[config.mk]
export PLATFORM = sky130hd
export DESIGN_NAME = tmds_rx_decode
export DESIGN_NICKNAME = d
export VERILOG_FILES = /design/src/rtl/tmds_rx_decode.sv
export SDC_FILE = /design/constraint.sdc
export NUM_CORES = 1
export LEC_CHECK = 0
export ABC_AREA = 0
export ABC_CLOCK_PERIOD_IN_PS = 5900
export BUFFER_PORTS_ARGS = -buffer_cell sky130_fd_sc_hd__buf_2
export CAP_MARGIN = 25
export CORE_ASPECT_RATIO = 0.9
export CORE_MARGIN = 2
export CORE_UTILIZATION = 60
export CTS_BUF_LIST = sky130_fd_sc_hd__clkbuf_8 sky130_fd_sc_hd__clkbuf_16
export DETAILED_ROUTE_END_ITERATION = 6
export PLACE_DENSITY_LB_ADDON = 0.15
export SLEW_MARGIN = 10
export SYNTH_ARGS = -nofsm -noshare
export SYNTH_HDL_FRONTEND = slang
export SYNTH_SLANG_ARGS = --single-unit
[constraint.sdc]
create_clock -name clk -period 5.9 [get_ports clk]
set_input_delay 1.18 -clock clk [delete_from_list [all_inputs] [get_ports clk]]
set_output_delay 1.18 -clock clk [all_outputs]
set_load 0.1 [all_outputs]
[src/rtl/tmds_rx_decode.sv]
`default_nettype none
// ============================================================================
//  Module   : tmds_rx_decode
//  Purpose  : Per-channel TMDS receive decoder. Searches for word alignment by
//             pulsing bitslip until a run of control tokens is seen, then
//             decodes 10b words into 8b pixel data or c0/c1 control bits and
//             infers the data-enable.
//  Ports    : clk      - pixel clock, posedge
//             rst      - asynchronous reset, active low
//             din      - 10-bit deserialized word, din[0] = first serial bit
//             bitslip  - 1-cycle request for a 1-bit deserializer shift
//             locked   - word alignment established
//             slip_cnt - bitslips in the current lock attempt, wraps 9->0
//             dout     - decoded pixel byte (valid when vld & de)
//             c0, c1   - control bits from the last control token
//             de       - 1 = data period, 0 = control period
//             vld      - decoded outputs meaningful (mirrors locked)
//             err      - invalid-symbol pulse
//             err_cnt  - saturating invalid-symbol count
//  Options  : `TMDS_RX_ERRCHK_EN enables the invalid-symbol checker; when
//             undefined err/err_cnt are tied to 0.
//  Revision : 1.0 - initial release
// ============================================================================
module tmds_rx_decode #(
  parameter int CTRL_RUN       = 8,
  parameter int SEARCH_TIMEOUT = 4096,
  parameter int SLIP_WAIT      = 16,
  parameter int LOCK_TIMEOUT   = 65536
) (
  input  logic        clk,
  input  logic        rst,
  input  logic [9:0]  din,
  output logic        bitslip,
  output logic        locked,
  output logic [3:0]  slip_cnt,
  output logic [7:0]  dout,
  output logic        c0,
  output logic        c1,
  output logic        de,
  output logic        vld,
  output logic        err,
  output logic [15:0] err_cnt
);

  localparam int RUN_W    = $clog2(CTRL_RUN) + 1;
  localparam int TIMER_W  = $clog2(SEARCH_TIMEOUT) + 1;
  localparam int SETTLE_W = $clog2(SLIP_WAIT) + 1;
  localparam int IDLE_W   = $clog2(LOCK_TIMEOUT) + 1;

  localparam logic [RUN_W-1:0]    RUN_LAST    = RUN_W'(CTRL_RUN - 1);
  localparam logic [TIMER_W-1:0]  TIMER_LAST  = TIMER_W'(SEARCH_TIMEOUT - 1);
  localparam logic [SETTLE_W-1:0] SETTLE_LAST = SETTLE_W'(SLIP_WAIT - 1);
  localparam logic [IDLE_W-1:0]   IDLE_LAST   = IDLE_W'(LOCK_TIMEOUT - 1);

  typedef enum logic [1:0] {
    S_SEARCH = 2'd0,
    S_SLIP   = 2'd1,
    S_SETTLE = 2'd2,
    S_LOCKED = 2'd3
  } state_t;

  state_t              r_state;
  logic [RUN_W-1:0]    r_run;
  logic [TIMER_W-1:0]  r_timer;
  logic [SETTLE_W-1:0] r_settle;
  logic [IDLE_W-1:0]   r_idle;
  logic                r_locked;

  logic                w_is_tok;
  logic [1:0]          w_tok_c;   // {c1, c0}
  logic [7:0]          w_q;
  logic [7:0]          w_d;

  // --------------------------------------------------------------------------
  // Control token recognition
  // --------------------------------------------------------------------------
  always_comb begin
    w_is_tok = 1'b1;
    w_tok_c  = 2'b00;
    case (din)
      10'b1101010100: w_tok_c = 2'b00;
      10'b0010101011: w_tok_c = 2'b01;
      10'b0101010100: w_tok_c = 2'b10;
      10'b1010101011: w_tok_c = 2'b11;
      default:        w_is_tok = 1'b0;
    endcase
  end

  // --------------------------------------------------------------------------
  // 10b -> 8b data decode: undo the optional inversion (din[9]), then undo
  // the XOR / XNOR transition chain selected by din[8].
  // --------------------------------------------------------------------------
  always_comb begin
    w_q    = din[9] ? ~din[7:0] : din[7:0];
    w_d    = '0;
    w_d[0] = w_q[0];
    for (int i = 1; i < 8; i++) begin
      w_d[i] = din[8] ? (w_q[i] ^ w_q[i-1]) : ~(w_q[i] ^ w_q[i-1]);
    end
  end

  // --------------------------------------------------------------------------
  // Alignment FSM
  // --------------------------------------------------------------------------
  always_ff @(posedge clk or negedge rst) begin
    if (!rst) begin
      r_state  <= S_SEARCH;
      r_run    <= '0;
      r_timer  <= '0;
      r_settle <= '0;
      r_idle   <= '0;
      r_locked <= 1'b0;
      bitslip  <= 1'b0;
      slip_cnt <= 4'd0;
    end else begin
      bitslip <= 1'b0;   // one-cycle pulse only
      case (r_state)
        S_SEARCH: begin
          r_timer <= r_timer + TIMER_W'(1);
          r_run   <= w_is_tok ? r_run + RUN_W'(1) : '0;
          // A completed run takes priority over a simultaneous timer expiry.
          if (w_is_tok && (r_run == RUN_LAST)) begin
            r_state  <= S_LOCKED;
            r_locked <= 1'b1;
            r_idle   <= '0;
            r_run    <= '0;
          end else if (r_timer == TIMER_LAST) begin
            r_state  <= S_SLIP;
            bitslip  <= 1'b1;
            slip_cnt <= (slip_cnt == 4'd9) ? 4'd0 : slip_cnt + 4'd1;
          end
        end
        S_SLIP: begin
          r_run    <= '0;
          r_timer  <= '0;
          r_settle <= '0;
          r_state  <= S_SETTLE;
        end
        S_SETTLE: begin
          // Words arriving here may be torn by the deserializer shift.
          if (r_settle == SETTLE_LAST) begin
            r_state <= S_SEARCH;
          end else begin
            r_settle <= r_settle + SETTLE_W'(1);
          end
        end
        S_LOCKED: begin
          if (w_is_tok) begin
            r_idle <= '0;
          end else if (r_idle == IDLE_LAST) begin
            r_state  <= S_SEARCH;
            r_locked <= 1'b0;
            r_run    <= '0;
            r_timer  <= '0;
            slip_cnt <= 4'd0;
          end else begin
            r_idle <= r_idle + IDLE_W'(1);
          end
        end
        default: r_state <= S_SEARCH;
      endcase
    end
  end

  assign locked = r_locked;
  assign vld    = r_locked;

  // --------------------------------------------------------------------------
  // Output pipeline: tokens update control bits, data words update dout;
  // whichever side is not updated holds its last value.
  // --------------------------------------------------------------------------
  always_ff @(posedge clk or negedge rst) begin
    if (!rst) begin
      dout <= 8'd0;
      c0   <= 1'b0;
      c1   <= 1'b0;
      de   <= 1'b0;
    end else if (w_is_tok) begin
      de <= 1'b0;
      c0 <= w_tok_c[0];
      c1 <= w_tok_c[1];
    end else begin
      de   <= 1'b1;
      dout <= w_d;
    end
  end

`ifdef TMDS_RX_ERRCHK_EN
  // --------------------------------------------------------------------------
  // Invalid-symbol check: re-encode the decoded byte with the transmitter's
  // q_m rule. A legal symbol reproduces exactly the received {din[8], q};
  // a mismatch means the mode bit contradicts the byte's ones count.
  // --------------------------------------------------------------------------
  logic [3:0] w_ones;
  logic       w_xnor;
  logic [8:0] w_qm;
  logic       w_bad;

  always_comb begin
    w_ones = 4'd0;
    for (int i = 0; i < 8; i++) begin
      w_ones = w_ones + {3'b000, w_d[i]};
    end
    w_xnor  = (w_ones > 4'd4) || ((w_ones == 4'd4) && !w_d[0]);
    w_qm    = '0;
    w_qm[0] = w_d[0];
    for (int i = 1; i < 8; i++) begin
      w_qm[i] = w_xnor ? ~(w_qm[i-1] ^ w_d[i]) : (w_qm[i-1] ^ w_d[i]);
    end
    w_qm[8] = ~w_xnor;
    w_bad   = (w_qm != {din[8], w_q});
  end

  always_ff @(posedge clk or negedge rst) begin
    if (!rst) begin
      err     <= 1'b0;
      err_cnt <= 16'd0;
    end else begin
      err <= 1'b0;
      if ((r_state == S_LOCKED) && !w_is_tok && w_bad) begin
        err <= 1'b1;
        if (err_cnt != 16'hFFFF) begin
          err_cnt <= err_cnt + 16'd1;
        end
      end
    end
  end
`else
  assign err     = 1'b0;
  assign err_cnt = 16'd0;
`endif

endmodule
`default_nettype wire
==> Word-level counts from Yosys, hierarchy flattened <==
Cells that the tools add are included.
{ "classes": {"n_reduce_logical": 12, "addsub": 5, "eq_ne": 21, "bitwise_logic": 15, "muxes": 42} }
{ "op_table": {"columns": ["cell", "count"], "rows": [
  ["2-to-1 mux 17 bit", 3],
  ["case mux 13 bit (3 select lines)", 1],
  ["case mux 17 bit (2 select lines)", 1],
  ["2-to-1 mux 4 bit", 7],
  ["2-to-1 mux 13 bit", 2],
  ["equality test 10 bit (second input constant)", 2],
  ["adder 17 x 1 -> 17 bit (second input constant)", 1],
  ["equality test 17 x 16 -> 1 bit (second input constant)", 1],
  ["2-to-1 mux 1 bit", 15],
  ["!= test 2 bit (second input constant)", 7],
  ["adder 13 x 1 -> 13 bit (second input constant)", 1],
  ["equality test 13 x 12 -> 1 bit (second input constant)", 1],
  ["case mux 4 bit (3 select lines)", 1],
  ["equality test 10 x 8 -> 1 bit (second input constant)", 1],
  ["equality test 10 x 9 -> 1 bit (second input constant)", 1],
  ["2-to-1 mux 2 bit", 5],
  ["case mux 5 bit (2 select lines)", 1],
  ["adder 4 x 1 -> 4 bit (second input constant)", 2],
  ["2-to-1 mux 8 bit", 1],
  ["NOT 8 bit", 1],
  ["case mux 2 bit (4 select lines)", 1],
  ["case mux 4 bit (2 select lines)", 1],
  ["AND reduction 4 bit", 2],
  ["NOT 1 bit", 7],
  ["19 further kinds", 29]
]} }
{ "word_totals": {"reg_bits": 58, "elab_cells": 107} }

==> Depth between registers and ports, before layout <==
{ "depth": {"ltp_word": 6, "mapped_depth": 10} }

==> Worst setup path after synthesis <==
No wires, ideal clock.
{ "synth_timing": {"path_type": "input -> register", "start": "input port din[5]", "end": "register r_idle[11]", "stages": 9, "arrival_ns": 2.459, "slack_ns": 3.359, "cell_sequence": "inv_1 > ha_1 > and3_1 > and3_1 > buf_6 > nor3_4 > buf_6 > o21ai_0 > a31oi_1"} }
{ "synth_between": {"elab_chain_cells": 6} }
{ "synth_rtl": {"columns": ["item", "line", "rtl"], "rows": [
  ["start: declaration", "32", "input logic [9:0] din,"],
  ["equality test 10 bit, or another cell as far along", "80", "case (din)"],
  ["OR reduction 4 bit (no source line) *", null, null],
  ["2-to-1 mux 1 bit *", "80", null],
  ["logical AND 1 bit", "122", "if (w_is_tok && (r_run == RUN_LAST)) begin"],
  ["!= test 2 bit (no source line)", null, null],
  ["AND reduction 3 bit (no source line)", null, null],
  ["end signal: assignment", "157", "r_idle <= r_idle + IDLE_W'(1);"],
  ["end: declaration", "66", "logic [IDLE_W-1:0] r_idle;"]
]} }
Mark *: on every way between the ends. The rest lies on a longest branch, timed or not.
A chain may end at the register's enable or synchronous reset.

==> Worst setup path after layout <==
{ "layout_timing": {"start": "register r_idle[3]", "end": "register r_run[2]"} }
{ "layout_between": {"elab_chain_cells": 3} }
{ "layout_rtl": {"columns": ["item", "line", "rtl"], "rows": [
  ["equality test 17 x 16 -> 1 bit", "150", "end else if (r_idle == IDLE_LAST) begin"],
  ["!= test 2 bit (no source line)", null, null],
  ["AND reduction 3 bit (no source line)", null, null],
  ["end signal: assignment", "120", "r_run <= w_is_tok ? r_run + RUN_W'(1) : '0;"],
  ["end: declaration", "63", "logic [RUN_W-1:0] r_run;"]
]} }
No other way between the ends.

==> impl_summary.txt <==
----------------------------------------------------
[Status]
  Outcome ... finished, final reports clean

[Placement]
  Final HPWL from detailed placement ... 5300 um
  Number of port buffers ... 29
  Final weighted congestion in routability-driven placement ... 0.818
  Placed standard-cell area ... 3700 um2

[Timing]
  RSZ-0062 raised after global routing ... no
  Setup TNS Final ... 0 ns
  WHS ... 0.471 ns
  Final hold vios ... 0
  Maximum achievable frequency ... 320 MHz
  Worst Max-Slew Pin Slew ... 0.756 ns
  Slew Limit Fails ... 0
  Remaining max-slew budget at the tightest pin ... 49.4%
  Fin crit share ... 53.0%
  Final setup skew ... 0.0121 ns
  Final critical delay including setup and external delays ... 3.13 ns
  Final setup fails ... 0

[Setup path]
  Source of the worst register-to-register timing path ... r_idle[3]
  Endpoint type of the worst setup path ... flip-flop
  Required time of the critical path ... 6.10 ns
  Data arrival, critical path ... 3.33 ns
  Category of the most critical setup path ... flip-flop to flip-flop
  Start point of the critical path ... r_idle[3]
  Worst Setup Start Kind ... flip-flop
  Worst Path Max Fanout ... 16
  End point of the critical path ... r_run[2]
  Number of cells traversed by the worst register-to-register path ... 7
  Reg-to-reg critical path endpoint ... r_run[2]
  Worst setup slack for register-to-register paths ... 2.77 ns

[Clock tree]
  Count of hold-fix buffers inserted at cts ... 0
  Post-CTS resize count ... 0
  Clock tree buffer depth ... 2
  Number of clock sinks ... 58
  Number of clock buffers inserted by TritonCTS ... 9
  CTS H-tree depth ... 3
  Clock-pin transition on the worst setup and hold timing paths ... 0.07 ns
  Clk Tree Root Cell ... sky130_fd_sc_hd__clkbuf_8
  Skew-Pair Late Insertion Delay ... 0.35 ns
  Count of buffers added by post-CTS timing repair for setup ... 0
  CTS tree ... built

[Die]
  Die area ... 6710 um2
  Initial core utilization ... 63.2%
  I/O pin cnt ... 47
  Core area ... 5760 um2
  Die span in y ... 77.9 um
  Die width ... 86.1 um
  Cell Rows ... 26

[Run]
  Reported max-cap violation count ... 0

[Detailed routing]
  Average via count per standard cell ... 6.04
  Initial DRC count ... 265
  Total via count in the routed design ... 2,948
  Number of nets still failing antenna checks after routing ... 0
  Remaining routing DRC violations ... 0
  Total routed wirelength ... 7750 um
  Average wire length per cell after detail routing ... 15.9 um
  TritonRoute pass-1 iters ... 4

[Logic synthesis]
  Number of enable flip-flop cells after synthesis ... 0
  Asr flop ratio synth ... 100%
  Post-synthesis xor/xnor area fraction ... 2.65%
  Flip-flop and latch count after synthesis ... 58
  Largest family of logic cells by synthesized area ... simple AND/OR/NAND/NOR gates
  Cell type contributing the most total cell area after synthesis ... sky130_fd_sc_hd__dfrtp_1
  Area fraction in compound gates after synthesis ... 18.9%
  Dominant synthesized flop cell ... sky130_fd_sc_hd__dfrtp_1
  Biggest area contributors in the synthesized netlist ... sky130_fd_sc_hd__dfrtp_1, sky130_fd_sc_hd__ha_1, sky130_fd_sc_hd__o21ai_0
  Syn. warnings ... 0
  Total standard cell area after synthesis ... 3640 um2
  Multiplexer fraction of the synthesized cell area ... 2.06%
  Proportion of netlist area held by the largest area contributor ... 39.9%
  Sequential fraction of the synthesis area ... 39.9%
  Yosys cell types ... 59
  Cell count after synthesis ... 390
  Avg Inst Size Synth ... 9.33 um2
  Area share of and/or/nand/nor cells after synthesis ... 20.6%
  Synthesized-area fraction occupied by adder cells ... 6.88%

[Hold path]
  Type of the most critical hold path ... flip-flop to flip-flop
  WHS Path Cells ... 2

[Pwr]
  Leakage power of the design ... 1.70 nW
  VDD IR max ... 0.207 mV
  Power density over cell area ... 258 nW/um2

[Layout]
  Most frequent standard cell in the layout excluding fill and tap cells ... sky130_fd_sc_hd__dfrtp_1
  Multi-input gate area in the final layout ... 1920 um2
  N_diodes ... 0
  Final-stage net count ... 445
  Leading cell types in the layout, fill and taps excluded ... sky130_fd_sc_hd__dfrtp_1, sky130_fd_sc_hd__nand2_1, sky130_fd_sc_hd__o21ai_0, sky130_fd_sc_hd__buf_2, sky130_fd_sc_hd__nor2_1
  Synth-to-layout area growth ... 8.25%
  Filler instances ... 460
  Layout cell share with drive strength beyond 1 ... 16.7%
  Post-route cell area ... 3940 um2
  Area taken by flip-flops and latches ... 1450 um2

[Global routing]
  GR Util All Layers ... 25.4%
  Global-route wire length before repair ... 13,600 um
  Maximum number of pins on one net before global-route repair ... 59
  Number of antenna violations at the first check in global routing ... 0
  Number of global-route vias before repair ... 2,818
  Total congestion overflow after global routing ... 0

----------------------------------------------------
## worst max-delay path, stage by stage (launching register included)
cell and delay (ns):
sky130_fd_sc_hd__dfrtp_1 0.47, sky130_fd_sc_hd__nand4_1 0.30, sky130_fd_sc_hd__or2_2 0.43, sky130_fd_sc_hd__nor3_1 0.26
sky130_fd_sc_hd__ha_1 0.48, sky130_fd_sc_hd__a31oi_2 0.41, sky130_fd_sc_hd__nor2_1 0.47, sky130_fd_sc_hd__o21ai_0 0.16
## synthesized netlist by cell type (all sizes together), types with 6 or more instances
master / n
dfrtp: 58
nand2: 40
o21ai: 33
buf: 28
nor2: 25
inv: 23
ha: 20
a31oi: 17
nand3: 15
nand4: 15
a21oi: 12
xnor2: 10
nor3: 9
o31ai: 8
and3: 6
clkbuf: 6
nor4: 6
or2: 6
## state kept, by name (all words and copies together), names as in the netlist
name	count
r_idle	17
r_timer	13
dout	8
r_settle	5
r_run	4
slip_cnt	4
r_state	2
bitslip	1
c0	1
c1	1
de	1
locked	1
## area by class of cell
type / count / share of cell area (%)
clock buffer: 12 / 4.19
tap: 70 / 2.22
clock inverter: 4 / 1.84
timing repair buffer: 30 / 3.87
sequential: 58 / 36.8
inverter: 23 / 2.19
multi-input combinational: 291 / 48.8
## power by group
part,total (W),switching [W],internal [W]
logic,0.000168,0.000146,0.0000213
registers,0.000413,0.00000560,0.000408
clock network,0.000438,0.000166,0.000272
## how the worst min path moves through the flow
stage,startpoint,endpoint,slack (ns)
after floorplan,r_idle[10],r_idle[10],0.45
after global placement,dout[5],dout[5],0.46
after detailed placement,dout[4],dout[4],0.46
after CTS,dout[4],dout[4],0.48
after global routing,dout[0],dout[0],0.51
final,dout[4],dout[4],0.47
## cells by family (layout without fill, tap and decap cells)
group / count (synthesis) / after routing
AOI/OAI and AO/OA: 100 / 100
adders and majority gates: 20 / 20
DFF: 58 / 58
other: 1 / 17
muxes: 7 / 7
buffers and inverters: 57 / 69
and+or+nand+nor: 136 / 136
xor gates and xnor gates: 11 / 11
## metal layers
| layer | global-route usage, % | part of all wire (%) | vias up | wire length [um] |
|---|---|---|---|---|
| met5 | 0 | 0 | - | 0 |
| met4 | 6.98 | 1.1 | 0 | 82 |
| met3 | 5.11 | 5.5 | 9 | 423 |
| met2 | 37.6 | 44 | 89 | 3410 |
| met1 | 38.0 | 49 | 1416 | 3830 |
| li1 | - | - | 1434 | - |
## stage by stage
| step | instances | total power, W | util (%) | setup WS (ns) |
|---|---|---|---|---|
| finish | 488 | 0.00102 | 68.4 | 2.77 |
| global route | 488 | 0.00105 | 68.4 | 2.48 |
| CTS | 488 | 0.00103 | 68.4 | 2.82 |
| detailed placement | 472 | 0.000589 | 64.3 | 2.58 |
| global placement | 472 | 0.000588 | 64.3 | 2.69 |
| floorplan | 406 | 0.000569 | - | 3.36 |
Note: power is estimated with default switching activity, not from simulation.
